File: config.mk
export PLATFORM = sky130hd
export DESIGN_NAME = fix_checksum_check
export DESIGN_NICKNAME = d
export VERILOG_FILES = /design/src/rtl/fix_pkg.sv /design/src/rtl/fix_trailer_match.sv /design/src/rtl/fix_checksum_check.sv
export SDC_FILE = /design/constraint.sdc
export NUM_CORES = 1
export LEC_CHECK = 0
export CAP_MARGIN = 10
export CORE_AREA = 2 2 128 130
export CTS_BUF_LIST = sky130_fd_sc_hd__clkbuf_16
export DETAILED_ROUTE_END_ITERATION = 12
export DIE_AREA = 0 0 130 132
export PLACE_DENSITY_LB_ADDON = 0.25
export SETUP_SLACK_MARGIN = 0.4
export SLEW_MARGIN = 20
export SYNTH_ARGS = -nofsm -noshare
export SYNTH_HDL_FRONTEND = slang
export SYNTH_HIERARCHICAL = 1
export SYNTH_SLANG_ARGS = --single-unit
File: constraint.sdc
create_clock -name clk -period 6.13 [get_ports clk]
set_clock_uncertainty 0.05 [all_clocks]
set_input_delay 0.613 -clock clk [delete_from_list [all_inputs] [get_ports clk]]
set_output_delay 0.613 -clock clk [all_outputs]
set_load 0.005 [all_outputs]
File: src/rtl/fix_pkg.sv
// Shared FIX definitions: delimiter/ASCII constants, checker state encoding,
// result record and small decimal-digit helpers.
package fix_pkg;

    localparam logic [7:0] SOH      = 8'h01;
    localparam logic [7:0] ASCII_0  = 8'h30;
    localparam logic [7:0] ASCII_1  = 8'h31;
    localparam logic [7:0] ASCII_9  = 8'h39;
    localparam logic [7:0] ASCII_EQ = 8'h3D;
    localparam int         MAX_LEN_DEF = 4096;

    typedef enum logic [2:0] {
        IDLE   = 3'd0,
        BODY   = 3'd1,
        DIGITS = 3'd2,
        TERM   = 3'd3,
        DRAIN  = 3'd4,
        REPORT = 3'd5
    } chk_state_t;

    typedef struct packed {
        logic       pass;
        logic       fmt_err;
        logic [7:0] computed;
        logic [9:0] received;
    } chk_result_t;

    function automatic logic is_digit(input logic [7:0] b);
        return (b >= ASCII_0) && (b <= ASCII_9);
    endfunction

    // Appends one ASCII decimal digit to a running 10-bit value.
    function automatic logic [9:0] dec_append(input logic [9:0] acc, input logic [7:0] b);
        logic [7:0] d;
        logic [9:0] t;
        d = b - ASCII_0;
        t = acc * 10'd10;
        return t + {6'd0, d[3:0]};
    endfunction

endpackage

File: src/rtl/fix_trailer_match.sv
// Four-byte sliding window that flags SOH,'1','0','=' with '=' as the current byte.
module fix_trailer_match
    import fix_pkg::*;
(
    input  logic       clk,
    input  logic       rst,
    input  logic       load_i,
    input  logic       shift_i,
    input  logic [7:0] data_i,
    output logic       tag_hit_o
);

    logic [23:0] win_q;
    logic [23:0] win_d;

    // Next window: a message start discards older bytes so tags never span messages.
    always_comb begin
        win_d = win_q;
        if (load_i) begin
            win_d = {16'h0000, data_i};
        end else if (shift_i) begin
            win_d = {win_q[15:0], data_i};
        end else begin
            win_d = win_q;
        end
    end

    // Window register.
    always_ff @(posedge clk) begin
        if (rst) begin
            win_q <= 24'h000000;
        end else begin
            win_q <= win_d;
        end
    end

    assign tag_hit_o = ({win_q, data_i} == {SOH, ASCII_1, ASCII_0, ASCII_EQ});

endmodule

File: src/rtl/fix_checksum_check.sv
// Receive-side FIX checksum checker: sums bytes through the SOH before "10=",
// parses the three trailer digits and reports pass/format-error one cycle after end_i.
module fix_checksum_check
    import fix_pkg::*;
#(
    parameter int MAX_LEN = MAX_LEN_DEF
) (
    input  logic       clk,
    input  logic       rst,
    input  logic [7:0] data_i,
    input  logic       valid_i,
    input  logic       start_i,
    input  logic       end_i,
    output logic       done_o,
    output logic       pass_o,
    output logic       fmt_err_o,
    output logic [7:0] computed_o,
    output logic [9:0] received_o,
    output logic       busy_o
);

    localparam int LEN_W = $clog2(MAX_LEN + 1);

    chk_state_t       state_q, state_d;
    logic [7:0]       sum_q, sum_d;
    logic [1:0][7:0]  hist_q, hist_d;
    logic [LEN_W-1:0] len_q, len_d;
    logic [1:0]       cnt_q, cnt_d;
    logic [9:0]       recv_q, recv_d;
    logic [7:0]       ref_q, ref_d;
    logic             ref_vld_q, ref_vld_d;
    logic             done_q, done_d;
    logic             busy_q, busy_d;
    chk_result_t      res_q, res_d;
    logic             fin_s, fin_pass_s, fin_err_s, tag_hit_s;

    fix_trailer_match u_match (
        .clk       (clk),
        .rst       (rst),
        .load_i    (valid_i & start_i),
        .shift_i   (valid_i & (state_q == BODY)),
        .data_i    (data_i),
        .tag_hit_o (tag_hit_s)
    );

    // Message FSM, accumulation and result formation.
    always_comb begin
        state_d    = state_q;
        sum_d      = sum_q;
        hist_d     = hist_q;
        len_d      = len_q;
        cnt_d      = cnt_q;
        recv_d     = recv_q;
        ref_d      = ref_q;
        ref_vld_d  = ref_vld_q;
        fin_s      = 1'b0;
        fin_pass_s = 1'b0;
        fin_err_s  = 1'b0;
        res_d      = '{pass: 1'b0, fmt_err: 1'b0, computed: res_q.computed, received: res_q.received};

        if (valid_i && start_i) begin
            state_d   = BODY;
            sum_d     = data_i;
            hist_d    = {8'h00, 8'h00};
            len_d     = LEN_W'(1);
            cnt_d     = 2'd0;
            recv_d    = 10'd0;
            ref_d     = 8'h00;
            ref_vld_d = 1'b0;
            fin_s     = end_i;
            fin_err_s = 1'b1;
        end else begin
            case (state_q)
                IDLE: begin
                    state_d = IDLE;
                end
                BODY: begin
                    if (valid_i) begin
                        sum_d  = sum_q + data_i;
                        hist_d = {hist_q[0], sum_q};
                        len_d  = len_q + LEN_W'(1);
                        if (end_i) begin
                            fin_s     = 1'b1;
                            fin_err_s = 1'b1;
                        end else if (tag_hit_s) begin
                            // History slot 1 is the sum before the '1', i.e. through the SOH.
                            ref_d     = hist_q[1];
                            ref_vld_d = 1'b1;
                            cnt_d     = 2'd0;
                            recv_d    = 10'd0;
                            state_d   = DIGITS;
                        end else if (len_d == LEN_W'(MAX_LEN)) begin
                            state_d = DRAIN;
                        end else begin
                            state_d = BODY;
                        end
                    end else begin
                        state_d = BODY;
                    end
                end
                DIGITS: begin
                    if (valid_i) begin
                        sum_d = sum_q + data_i;
                        if (is_digit(data_i)) begin
                            recv_d = dec_append(recv_q, data_i);
                            cnt_d  = cnt_q + 2'd1;
                            if (end_i) begin
                                fin_s     = 1'b1;
                                fin_err_s = 1'b1;
                            end else if (cnt_q == 2'd2) begin
                                state_d = TERM;
                            end else begin
                                state_d = DIGITS;
                            end
                        end else if (end_i) begin
                            fin_s     = 1'b1;
                            fin_err_s = 1'b1;
                        end else begin
                            state_d = DRAIN;
                        end
                    end else begin
                        state_d = DIGITS;
                    end
                end
                TERM: begin
                    if (valid_i) begin
                        sum_d = sum_q + data_i;
                        if (end_i) begin
                            fin_s      = 1'b1;
                            fin_err_s  = (data_i != SOH);
                            fin_pass_s = (data_i == SOH) && (recv_q == {2'b00, ref_q});
                        end else begin
                            state_d = DRAIN;
                        end
                    end else begin
                        state_d = TERM;
                    end
                end
                DRAIN: begin
                    if (valid_i && end_i) begin
                        fin_s     = 1'b1;
                        fin_err_s = 1'b1;
                    end else begin
                        state_d = DRAIN;
                    end
                end
                REPORT: begin
                    state_d = IDLE;
                end
                default: begin
                    state_d = IDLE;
                end
            endcase
        end

        if (fin_s) begin
            state_d = REPORT;
            res_d   = '{pass:     fin_pass_s,
                        fmt_err:  fin_err_s,
                        computed: ref_vld_d ? ref_d : sum_d,
                        received: recv_d};
        end else begin
            res_d.pass    = 1'b0;
            res_d.fmt_err = 1'b0;
        end
        done_d = fin_s;
        busy_d = (state_d == BODY) || (state_d == DIGITS) || (state_d == TERM) || (state_d == DRAIN);
    end

    // State, datapath and registered outputs.
    always_ff @(posedge clk) begin
        if (rst) begin
            state_q   <= IDLE;
            sum_q     <= 8'h00;
            hist_q    <= {8'h00, 8'h00};
            len_q     <= '0;
            cnt_q     <= 2'd0;
            recv_q    <= 10'd0;
            ref_q     <= 8'h00;
            ref_vld_q <= 1'b0;
            done_q    <= 1'b0;
            busy_q    <= 1'b0;
            res_q     <= '0;
        end else begin
            state_q   <= state_d;
            sum_q     <= sum_d;
            hist_q    <= hist_d;
            len_q     <= len_d;
            cnt_q     <= cnt_d;
            recv_q    <= recv_d;
            ref_q     <= ref_d;
            ref_vld_q <= ref_vld_d;
            done_q    <= done_d;
            busy_q    <= busy_d;
            res_q     <= res_d;
        end
    end

    assign done_o     = done_q;
    assign pass_o     = res_q.pass;
    assign fmt_err_o  = res_q.fmt_err;
    assign computed_o = res_q.computed;
    assign received_o = res_q.received;
    assign busy_o     = busy_q;

endmodule

==> flow_summary_export.csv <==
group,metric,value,unit
outcome,outcome,"completed",
floorplanning,dieArea,17160,um2
power_and_ir_drop,powerDensity,232.9,nW/um2
detailed_routing,postRouteAntennaNets,0,
cells_and_area,nets,714,
critical_path,path_buf_inv,1,
yosys,synth_area_leaders,"dfxtp_1 (39%), nand2_1 (7.4%), a21oi_1 (6.8%), ha_1 (5.3%), nor2_1 (4.8%)",
timing,finalSetupTns,0,ns
critical_path,slowest_delay,0.71,ns
clock_tree,cts_sinks,107,
global_route,grt_pass1_vias,4529,
critical_path,path_cells,"clkdlybuf4s50_1 -> or4b_4 -> nor4_2 -> nand3_1 -> nand2_1 -> o22ai_1 -> a221o_1 -> a21oi_1",
yosys,synth_largest_area_cell,"dfxtp_1",
clock_tree,clkLatencyLatePin,0.36,ns
cells_and_area,layout_commonest_cell,"nand2_1",
worst_hold_path,hp-start,"hist_q[6]",
timing,min_period_over_period,57.77,%
yosys,synth-seq-area-share,39.33,%
critical_path,r2r_slack,3.03,ns
clock_tree,cts_tree,"done",
yosys,syn-num-nets,703,
global_route,grt_use_total,17.56,%
clock_tree,clk_pin_slew,0.07,ns
clock_tree,clock_path_buffers,2,
placement,port_buffers,34,
critical_path,worstReg2RegStart,"u_match/win_q[3]",
critical_path,cp_max_fo,21,
floorplanning,ios,35,
critical_path,cp.arrival,3.78,ns
cells_and_area,area_growth,14.17,%
timing,fmax,0.2824,GHz
critical_path,r2r_end,"computed_o[2]",
detailed_routing,drt-wirelength-per-cell,16.34,um
yosys,synth_top_area_share,39.33,%
cells_and_area,drive_above_1_share,5.441,%
critical_path,cp-end-kind,"flop",
detailed_routing,via_per_inst,5.265,
yosys,synth_edf_count,0,
yosys,ys_types,64,
yosys,ys.flop_type,"dfxtp_1",
placement,place_congestion,0.8675,
detailed_routing,first_pass_iters,5,
critical_path,r2r_cells,7,
timing,finalHoldViolCount,0,
yosys,syn_avg_cell_area,8.203,um2
detailed_routing,vias,4717,
cells_and_area,n_antenna_cell,0,
clock_tree,ctsResizeCount,0,
critical_path,critical_path.top_delay_family,"simple AND/OR/NAND/NOR gates",
timing,whs,0.4031,ns
floorplanning,start_util,34.66,%
floorplanning,die_h,132,um
global_route,grt_antenna_before_repair,0,
worst_hold_path,whs_endpoint,"hist_q[14]",
timing,slew_headroom,29.65,%
clock_tree,cts.htree.levels,3,
yosys,netlist_instances,664,
timing,maxSlewViolCount,0,
placement,place_hpwl,10.53,mm
cells_and_area,final_cell_mix,"nand2_1 (108), dfxtp_1 (107), a21oi_1 (74)",
power_and_ir_drop,irDropWorstVdd,0.2047,mV
cells_and_area,fillCellCount,1601,
clock_tree,holdBufCountCts,0,
clock_tree,cts_root_buf,"clkbuf_16",
detailed_routing,drtIter0Drc,314,
flow_run,maxCapViolCount,0,
floorplanning,rows,46,
critical_path,cp_slowest_cell,"nand3_1",
floorplanning,core,15710,um2
global_route,grt_pass1_wl,23.71,mm
worst_hold_path,hold_depth,2,
clock_tree,cts_buffers,9,
critical_path,path_class,"in -> reg",
timing,setup_viol,0,
detailed_routing,drc,0,
timing,tightestPinTransition,1.055,ns
yosys,syn-cell-area,5446,um2
timing,rsz0062_at_grt,"false",
floorplanning,die_w,130,um
global_route,grt_max_degree,51,
timing,fin_crit,3.542,ns
critical_path,startpoint_type,"input pin",
yosys,async_flop_share,0,%
clock_tree,post-cts-setup-buffers,0,
worst_hold_path,hold_class,"reg -> reg",
power_and_ir_drop,leakagePower,2.178,nW
critical_path,cp.required,6.37,ns
detailed_routing,drt_wl_total,14.65,mm
yosys,ys_ff_latch,107,
yosys,yosysWarnings,6,
global_route,overflow,0,
==> registers in the layout, summed over array words and instances, names as in the netlist, 2 cells and up <==
| signal | flops |
|---|---|
| u_match/win_q | 24 |
| hist_q | 16 |
| len_q | 13 |
| received_o | 10 |
| recv_q | 10 |
| computed_o | 8 |
| ref_q | 8 |
| sum_q | 8 |
| state_q | 3 |
| cnt_q | 2 |
==> Yosys cell counts, types with 2 or more instances <==
| master | instances |
|---|---|
| nand2_1 | 108 |
| dfxtp_1 | 107 |
| a21oi_1 | 74 |
| nor2_1 | 70 |
| ha_1 | 23 |
| clkbuf_1 | 22 |
| o21ai_0 | 21 |
| mux2i_1 | 17 |
| xnor2_1 | 17 |
| buf_2 | 15 |
| xor2_1 | 15 |
| nand3_1 | 13 |
| o21ai_1 | 13 |
| nand4_1 | 11 |
| nor3_1 | 11 |
| inv_1 | 10 |
| nand2b_1 | 9 |
| nor4_1 | 9 |
| a211oi_1 | 8 |
| nor2b_1 | 7 |
| nor4b_1 | 7 |
| a21o_1 | 4 |
| and3_1 | 4 |
| nand3b_1 | 4 |
| o211ai_1 | 4 |
| o31ai_1 | 4 |
| or2_2 | 4 |
| a22oi_1 | 3 |
| a311oi_1 | 3 |
| fa_1 | 3 |
| nor2_2 | 3 |
| a31oi_1 | 2 |
| a32o_1 | 2 |
| and4_1 | 2 |
| buf_4 | 2 |
| nor4_2 | 2 |
| or3_1 | 2 |
| or3b_1 | 2 |
| xnor3_1 | 2 |
==> worst max path at each step <==
stage / depth (start not counted) / endpoint / start
6_report: 8 / computed_o[2] / data_i[5]
5_1_grt: 9 / computed_o[5] / data_i[2]
4_1_cts: 8 / computed_o[2] / data_i[5]
3_5_place_dp: 8 / computed_o[2] / data_i[5]
3_3_place_gp: 8 / computed_o[5] / data_i[2]
2_1_floorplan: 10 / received_o[9] / recv_q[1]
==> power breakdown <==
group / switching, mW / total (mW) / internal [mW]
clock: 0.291 / 0.579 / 0.288
combinational: 0.0882 / 0.143 / 0.0551
sequential: 0.0170 / 0.726 / 0.709
total: 0.396 / 1.45 / 1.05
==> per-stage QoR <==
stage                     power, mW  setup WS [ns]  area, um2  utilization, %  instances
after floorplan              0.8311          3.473       5446               -        664
after global placement       0.8800          2.329       5924           37.71        880
after detailed placement     0.8847          2.227       5924           37.71        880
after CTS                     1.462          2.615       6218           39.58        896
after global routing          1.506          2.325       6218           39.58        896
final                         1.448          2.588       6218           39.58        896
==> cell type report <==
type                            instances  area, um2  area share [%]
Clock inverter                          7      68.82           1.107
Inverter                               11      41.29          0.6640
Sequential cell                       107       2142           34.45
Timing Repair Buffer                   39      377.9           6.076
Multi-Input combinational cell        507       3093           49.74
Tap cell                              216      270.3           4.346
Clock buffer                            9      225.2           3.622
==> logic make-up (layout without fill, tap and decap cells) <==
kind of cell               Yosys count  count (layout)  synth area share [%]
and+or+nand+nor                    280             280                 25.09
xor gates and xnor gates            34              34                 5.973
muxes                               17              17                 3.124
AOI/OAI and AO/OA                  150             150                 16.17
buffers and inverters               50              66                 3.928
DFF                                107             107                 39.33
adders and majority gates           26              26                 6.387
==> tightest hold or removal path: stages (launching register included) <==
cell	delay, ns
dfxtp_1	0.31
nand2_1	0.05
a21oi_1	0.05
==> per-layer routing <==
layer	track usage (%)	wire length (um)
met1	22.97	6748
met2	28.82	7078
met3	4.343	608
met5	0	0
met4	4.540	209
Note: power is estimated with default switching activity, not from simulation.
